`config.mk`:
```
export PLATFORM = sky130hd
export DESIGN_NAME = alu_result_sink
export DESIGN_NICKNAME = d
export VERILOG_FILES = /design/src/rtl/alu_pkg.sv /design/src/rtl/settle_counter.sv /design/src/rtl/alu_result_sink.sv
export SDC_FILE = /design/constraint.sdc
export NUM_CORES = 1
export LEC_CHECK = 0
export CORE_MARGIN = 2
export CORE_UTILIZATION = 32
export CTS_CLUSTER_DIAMETER = 100
export DETAILED_ROUTE_END_ITERATION = 10
export PLACE_DENSITY = 0.65
export SETUP_SLACK_MARGIN = 0.2
export SLEW_MARGIN = 20
export SYNTH_ARGS = -nofsm -noshare
export SYNTH_HDL_FRONTEND = slang
export SYNTH_SLANG_ARGS = --single-unit
```
`constraint.sdc`:
```
create_clock -name clock -period 2.76 [get_ports clock]
set_clock_uncertainty 0.1 [all_clocks]
set_input_delay 0.828 -clock clock [delete_from_list [all_inputs] [get_ports clock]]
set_output_delay 0.828 -clock clock [all_outputs]
set_load 0.02 [all_outputs]
```
`src/rtl/alu_pkg.sv`:
```
// Shared ALU definitions: opcodes, write-back destination encodings and the
// result-sink state enum. Also used by the ALU and control unit.
package alu_pkg;

   localparam logic [4:0] OP_OR   = 5'd0;
   localparam logic [4:0] OP_AND  = 5'd1;
   localparam logic [4:0] OP_ADD  = 5'd2;
   localparam logic [4:0] OP_SUB  = 5'd3;
   localparam logic [4:0] OP_XOR  = 5'd4;
   localparam logic [4:0] OP_NOR  = 5'd5;
   localparam logic [4:0] OP_SLT  = 5'd6;
   localparam logic [4:0] OP_SLL  = 5'd7;
   localparam logic [4:0] OP_SRL  = 5'd8;
   localparam logic [4:0] OP_SRA  = 5'd9;
   localparam logic [4:0] OP_MULT = 5'd10;
   localparam logic [4:0] OP_DIV  = 5'd11;

   localparam logic [1:0] SEL_Z  = 2'd0;
   localparam logic [1:0] SEL_LO = 2'd1;
   localparam logic [1:0] SEL_HI = 2'd2;

   localparam int CNT_W = 8;

   typedef enum logic [2:0] {
      ST_IDLE,
      ST_SETTLE,
      ST_CAPTURE,
      ST_EMIT_LO,
      ST_EMIT_HI
   } state_e;

   // Multiply and divide produce a full 64-bit result written as two beats.
   function automatic logic is_wide(input logic [4:0] op);
      return (op == OP_MULT) || (op == OP_DIV);
   endfunction

endpackage

```
`src/rtl/settle_counter.sv`:
```
// Loadable down-counter timing the ALU settle window; done flags the last cycle.
module settle_counter
   import alu_pkg::*;
(
   input  logic             clock,
   input  logic             clear,
   input  logic             load,
   input  logic [CNT_W-1:0] load_val,
   input  logic             en,
   output logic [CNT_W-1:0] count,
   output logic             done
);

   always_ff @(posedge clock) begin
      if (clear)
         count <= '0;
      else if (load)
         count <= load_val;
      else if (en && count != '0)
         count <= count - 1'b1;
   end

   assign done = (count == CNT_W'(1));

endmodule

```
`src/rtl/alu_result_sink.sv`:
```
// ALU result capture and write-back stage: settle, latch C into zhi/zlo, emit
// one or two beats. Optional divide-by-zero suppression: ALU_DIVZERO_CHK_EN.
module alu_result_sink
   import alu_pkg::*;
#(
   parameter int SETTLE_CYCLES = 1,
   parameter int MULDIV_CYCLES = 4
) (
   input  logic        clock,
   input  logic        clear,
   input  logic        start,
   input  logic [4:0]  op,
   input  logic [31:0] b_in,
   input  logic [63:0] c_in,
   output logic        busy,
   output logic        out_valid,
   input  logic        out_ready,
   output logic [31:0] out_data,
   output logic [1:0]  out_sel,
   output logic [31:0] zhi,
   output logic [31:0] zlo,
   output logic        div_zero
);

   state_e           state, state_nxt;
   logic [4:0]       op_q;
   logic             load, capture, dz_nxt, wide;
   logic [CNT_W-1:0] load_val, count;
   logic             done;
   logic [31:0]      zhi_d, zlo_d;

   assign wide     = is_wide(op_q);
   assign load_val = is_wide(op) ? CNT_W'(MULDIV_CYCLES) : CNT_W'(SETTLE_CYCLES);

   settle_counter u_cnt (
      .clock    (clock),
      .clear    (clear),
      .load     (load),
      .load_val (load_val),
      .en       (state == ST_SETTLE),
      .count    (count),
      .done     (done)
   );

`ifdef ALU_DIVZERO_CHK_EN
   logic [31:0] b_q;
`else
   logic unused_b_in;
   assign unused_b_in = ^b_in;
`endif

   always_comb begin
      state_nxt = state;
      load      = 1'b0;
      capture   = 1'b0;
      dz_nxt    = 1'b0;
      case (state)
         ST_IDLE:    if (start) begin
                        state_nxt = ST_SETTLE;
                        load      = 1'b1;
                     end
         ST_SETTLE:  if (done) state_nxt = ST_CAPTURE;
         ST_CAPTURE: begin
                        state_nxt = ST_EMIT_LO;
                        capture   = 1'b1;
`ifdef ALU_DIVZERO_CHK_EN
                        if (op_q == OP_DIV && b_q == '0) begin
                           state_nxt = ST_IDLE;
                           capture   = 1'b0;
                           dz_nxt    = 1'b1;
                        end
`endif
                     end
         ST_EMIT_LO: if (out_ready) state_nxt = wide ? ST_EMIT_HI : ST_IDLE;
         ST_EMIT_HI: if (out_ready) state_nxt = ST_IDLE;
         default:    state_nxt = ST_IDLE;
      endcase
   end

   assign zhi_d = capture ? c_in[63:32] : zhi;
   assign zlo_d = capture ? c_in[31:0]  : zlo;

   // Outputs are registered off next-state so a beat appears the cycle after CAPTURE.
   always_ff @(posedge clock) begin
      if (clear) begin
         state     <= ST_IDLE;
         op_q      <= '0;
         zhi       <= '0;
         zlo       <= '0;
         busy      <= 1'b0;
         out_valid <= 1'b0;
         out_data  <= '0;
         out_sel   <= SEL_Z;
      end else begin
         state     <= state_nxt;
         if (state == ST_IDLE && start) op_q <= op;
         zhi       <= zhi_d;
         zlo       <= zlo_d;
         busy      <= (state_nxt != ST_IDLE);
         out_valid <= (state_nxt == ST_EMIT_LO) || (state_nxt == ST_EMIT_HI);
         case (state_nxt)
            ST_EMIT_LO: begin
                           out_data <= zlo_d;
                           out_sel  <= wide ? SEL_LO : SEL_Z;
                        end
            ST_EMIT_HI: begin
                           out_data <= zhi_d;
                           out_sel  <= SEL_HI;
                        end
            default:    begin
                           out_data <= '0;
                           out_sel  <= SEL_Z;
                        end
         endcase
      end
   end

`ifdef ALU_DIVZERO_CHK_EN
   always_ff @(posedge clock) begin
      if (clear) begin
         b_q      <= '0;
         div_zero <= 1'b0;
      end else begin
         if (state == ST_IDLE && start) b_q <= b_in;
         div_zero <= dz_nxt;
      end
   end
`else
   assign div_zero = 1'b0;
`endif

endmodule
```
==> out/metrics.cfg <==
[cts]
cts.path.max_buffers=2
cts_sinks=115
clock_latency_ns=0.40
cts_setup_buffers=0
cts_tree=yes
postCtsHoldBufs=0
cts.reportedPaths.clkPinSlew_ns=0.05
htreeDepth=4
cts_resized=0
numCtsBuffers=17
clock-root-buffer=clkbuf_16

[placement]
preCtsSetupSlack_ns=0.278
io_buffers=171
gp_congestion=0.791
place.detailed.hpwl_um=8430

[finish]
nFillCells=1218
most-common-layout-cells=clkdlybuf4s50_1, nand2_1, dfxtp_1
drive_gt1_share_pct=14.1
area.growth.synth_to_final_pct=56.5
final_nets=728
final_common_cell=clkdlybuf4s50_1
final_util_pct=50.9

[global_route]
grt_max_degree=55
grt_pass1_vias=3813
antenna_found_initial=1
grt_pass1_wl_um=19400
grt-ovfl-total=0
grt_usage_pct=17.1

[drt]
vias=3790
drc=0
routed_wl_um=12400
dr.pass1.iters=4
routed_via_density=4.68
detail-route-antenna-nets=0
wire_per_inst_um=15.3
first_iter_violations=189

[timing]
final.setup.tns_ns=0
fmax_mhz=432
worst_slew_pin_slew_ns=0.494
finalSetupViolations=0
finalMaxSlewViolations=0
slew_headroom_pct=66.6
rsz0062_at_grt=no
whs_ns=0.357
hold_viol_final=0
fin_crit_ns=2.31
min_period_over_period_pct=83.8
finalWorstSetupSlack_ns=0.447

[pwr]
p_leak_nw=2.32
ir_worst_vdd_mv=0.369
cellPowerDensity_mw_per_mm2=662
power_mw=4.43

[logic_synthesis]
ys.flop_type=dfxtp_1
syn_area_mm2=0.00427
synthArstFlopShare_pct=0
synth_seq_area_share_pct=53.9
synth_seq_cells=115
synth_enable_flop_cells=0
synth_warnings=0
syn_area_per_cell_um2=9.43
synth_cell_types=42
syn-num-nets=561
synth_cells=453

[floorplanning]
rows=42
ioPinCount=206
coreArea_mm2=0.0131
die_y_um=120
start_util_pct=32.5
die-area_mm2=0.0143
die-width_um=120

[worst_setup_path]
start_kind=flip-flop
crit_required_ns=1.83
slowest_stage=clkdlybuf4s50_1
slowest_delay_ns=0.66
crit_arrival_ns=1.38
crit_chain=clkdlybuf4s50_1
critical_path_buf_inv_count=1
critPathTopFamily=buffers and inverters
path_max_fanout=2
critPathKind=flip-flop to output port
endpoint_kind=output port

[job]
drv_cap=0

[outcome]
outcome=finished, final reports clean

[hold_path]
min_path_type=flip-flop to flip-flop

[per-stage QoR]
stage               cells  area, um^2
floorplan             453        4270
global placement      777        6110
detailed placement    777        6110
CTS                   808        6680
global route          809        6680
finish                809        6680
[path summary, 6_finish.rpt]
check / start / end / slack (ns) / depth (start not counted)
worst max register to register: state[1] / out_data[24] / 0.73 / 5
worst min register to register: op_q[2] / op_q[2] / 0.36 / 2
worst min-delay path: op_q[2] / op_q[2] / 0.36 / 2
worst max-delay path: zhi[30] / zhi[30] / 0.45 / 1
[per-layer routing]
layer  routed length (um)  vias up  global-route usage (%)  share of wire (%)
li1                     -     1858                       -                  -
met4                  233        0                    6.84                1.9
met3                  549       20                    4.09                4.4
met1                 5420     1808                    20.8                 44
met5                    0        -                       0                  0
met2                 6190      104                    29.2                 50
[cell type report]
class / count / area [um^2] / area share [%]
multi-input combinational: 302 / 1740 / 26.0
inverter: 2 / 7.51 / 0.112
clock buffer: 21 / 460 / 6.89
clock inverter: 10 / 109 / 1.63
tap: 176 / 220 / 3.29
sequential: 115 / 2300 / 34.4
timing repair buffer: 182 / 1840 / 27.6
antenna: 1 / 2.50 / 0.0374
[report_power, final]
group | switching, mW | internal [mW]
Combinational | 0.290 | 0.272
Clock | 0.734 | 1.36
Sequential | 0.0460 | 1.72
[synth_stat cells, types with 2 or more instances]
cell | n | area (um^2)
dfxtp_1 | 115 | 2300
buf_6 | 7 | 78.8
nand2_2 | 12 | 75.1
inv_1 | 2 | 7.51
nand4_1 | 2 | 12.5
a21oi_2 | 28 | 245
buf_4 | 11 | 82.6
xor2_1 | 2 | 17.5
a21oi_1 | 44 | 220
mux2i_1 | 3 | 30.0
a22o_1 | 32 | 280
nor2b_1 | 3 | 18.8
nand2_1 | 129 | 484
nor2_1 | 16 | 60.1
clkbuf_1 | 6 | 22.5
nand3b_1 | 2 | 15.0
ha_1 | 3 | 37.5
buf_2 | 10 | 50.1
nor4b_1 | 3 | 26.3
[kinds of logic after synthesis]
group                    share of synthesized area, %
AO/OA/AOI/OAI                                    18.9
XOR/XNOR                                        0.410
adder cells (fa/ha/maj)                         0.879
buffers and inverters                            5.65
flip-flops                                       53.9
multiplexers                                    0.967
other                                          0.0878
AND/OR/NAND/NOR                                  19.2
[sequential cells by signal, summed over array words and instances (netlist names)]
register and count:
zlo 32, out_data 32, zhi 32, op_q 4, state 3, u_cnt.count 8
busy 1, out_sel 2, out_valid 1
No activity file was read; power rests on OpenSTA's default activity.
==> RTL change, RTL diff (config.mk and constraints unchanged) <==
Add a define of `ALU_DIVZERO_CHK_EN`.
--- a/src/rtl/alu_result_sink.sv
+++ b/src/rtl/alu_result_sink.sv
@@ -2,2 +2,4 @@
 // one or two beats. Optional divide-by-zero suppression: ALU_DIVZERO_CHK_EN.
+`define ALU_DIVZERO_CHK_EN
+
 module alu_result_sink
Check against the original RTL: not equivalent (Yosys sat finds a counterexample within 10 cycles, from zero or initial values).
==> RTL change against the original RTL <==
Synthesized area increased by 27%; routed wire length increased by 17%; sequential cell count increased by 34; maximum frequency decreased by 2.1%; global-route usage decreased by 0.90 points; largest cell class unchanged; final area increased by 24%; power increased by 22%; hold slack got worse by 0.0030 ns; worst setup slack got worse by 0.049 ns; die area increased by 26%.
==> RTL change: results (changes against the original RTL) <==
[place]
place_area_um2=7711  ; +26%
place.gp.congestion=0.7344  ; -7.1%
dpl.hpwl_um=10260  ; +22%

[floorplanning]
taps=220  ; +25%

[global_routing]
gr-usage-all-layers_pct=16.24  ; -0.90 points
grt_pass1_wl_um=22680  ; +17%
grt_start_max_net_pins=65  ; +18%

[cells_and_area]
fillerInstances=1590  ; +31%
nonClockInverterCount=5  ; +3
finalNonFillerCells=1003  ; +24%
fin_util_pct=49.95  ; -0.93 points
clock_area_share_pct=6.903  ; -1.6 points
nets=878  ; +21%
seq_area_share_pct=36.01  ; +1.6 points

[setup_path]
reg2reg_depth=7  ; +2
slowest_delay_ns=0.64  ; -0.02 ns
arrival_ns=1.43  ; +0.05 ns
crit_path_end=zhi[9]
critPathMaxFanout=3  ; +1

[clock_network]
clk_latency_ns=0.42  ; +0.02 ns

[power_and_ir_drop]
leakage_nw=3.444  ; +48%
pg_seq_w=0.00235  ; +33%
internal_power_w=0.003950  ; +18%
p_comb_share_pct=15.3  ; +2.6 points
p_per_area_nw_per_um2=651.7  ; -1.6%

[synthesis]
synthMuxAreaShare_pct=11.84  ; +11 points
ys_ff_latch=149  ; +30%
synth_fa_ha_area_share_pct=0.6936  ; -0.19 points
synth_cell_types=41  ; -2.4%
netlist_top_cells_area=dfxtp_1 55%, mux2i_1 12%, nand2_1 7.6%, nor2_1 5.3%, a21oi_1 3.9%
ys_seq_area_share_pct=55.12  ; +1.2 points
synth_compound_area_share_pct=8.231  ; -11 points
synth_commonest_cells=149 x dfxtp_1, 109 x nand2_1, 77 x nor2_1

[route]
drt_iter0_drc=164  ; -13%
via_per_inst=4.523  ; -3.4%

[sta]
hold_slack_ns=0.3545  ; -0.002982 ns
fmax_mhz=423.4  ; -2.1%

[hold_path]
hold_path_end=b_q[29]
hp-start=b_q[29]

[outcome]
outcome=completed

RTL change: changes by cell type after synthesis, moves of 10 or more:
cell      change
mux2i_1      +61
buf_4        -10
a21oi_2      -28
o21ai_1      +28
clkbuf_1     +16
nor2_1       +61
a22o_1       -32
nand2_1      -20
dfxtp_1      +34
nand2_2      -12
RTL change: kinds of logic after synthesis:
logic type / after synthesis
XOR/XNOR: 6
buffers and inverters: 41
multiplexers: 64
AO/OA/AOI/OAI: 81
adder cells (fa/ha/maj): 3
flip-flops: 149
AND/OR/NAND/NOR: 224
RTL change: metal layers:
metal	vias up	part of all wire (%)	global-route usage (%)
met2	161	47	26.72
li1	2313	-	-
met1	2050	44	19.91
met5	-	0	0
met4	0	1.4	6.082
met3	13	7.2	5.215
RTL change: worst reg2reg max path, cell delays in order, from the launching register on:
cell and delay, ns:
dfxtp_1 0.32, nor4_1 0.37, nand4_1 0.23, o31ai_4 0.30, buf_12 0.28, buf_12 0.24
mux2i_1 0.25, o21ai_0 0.12
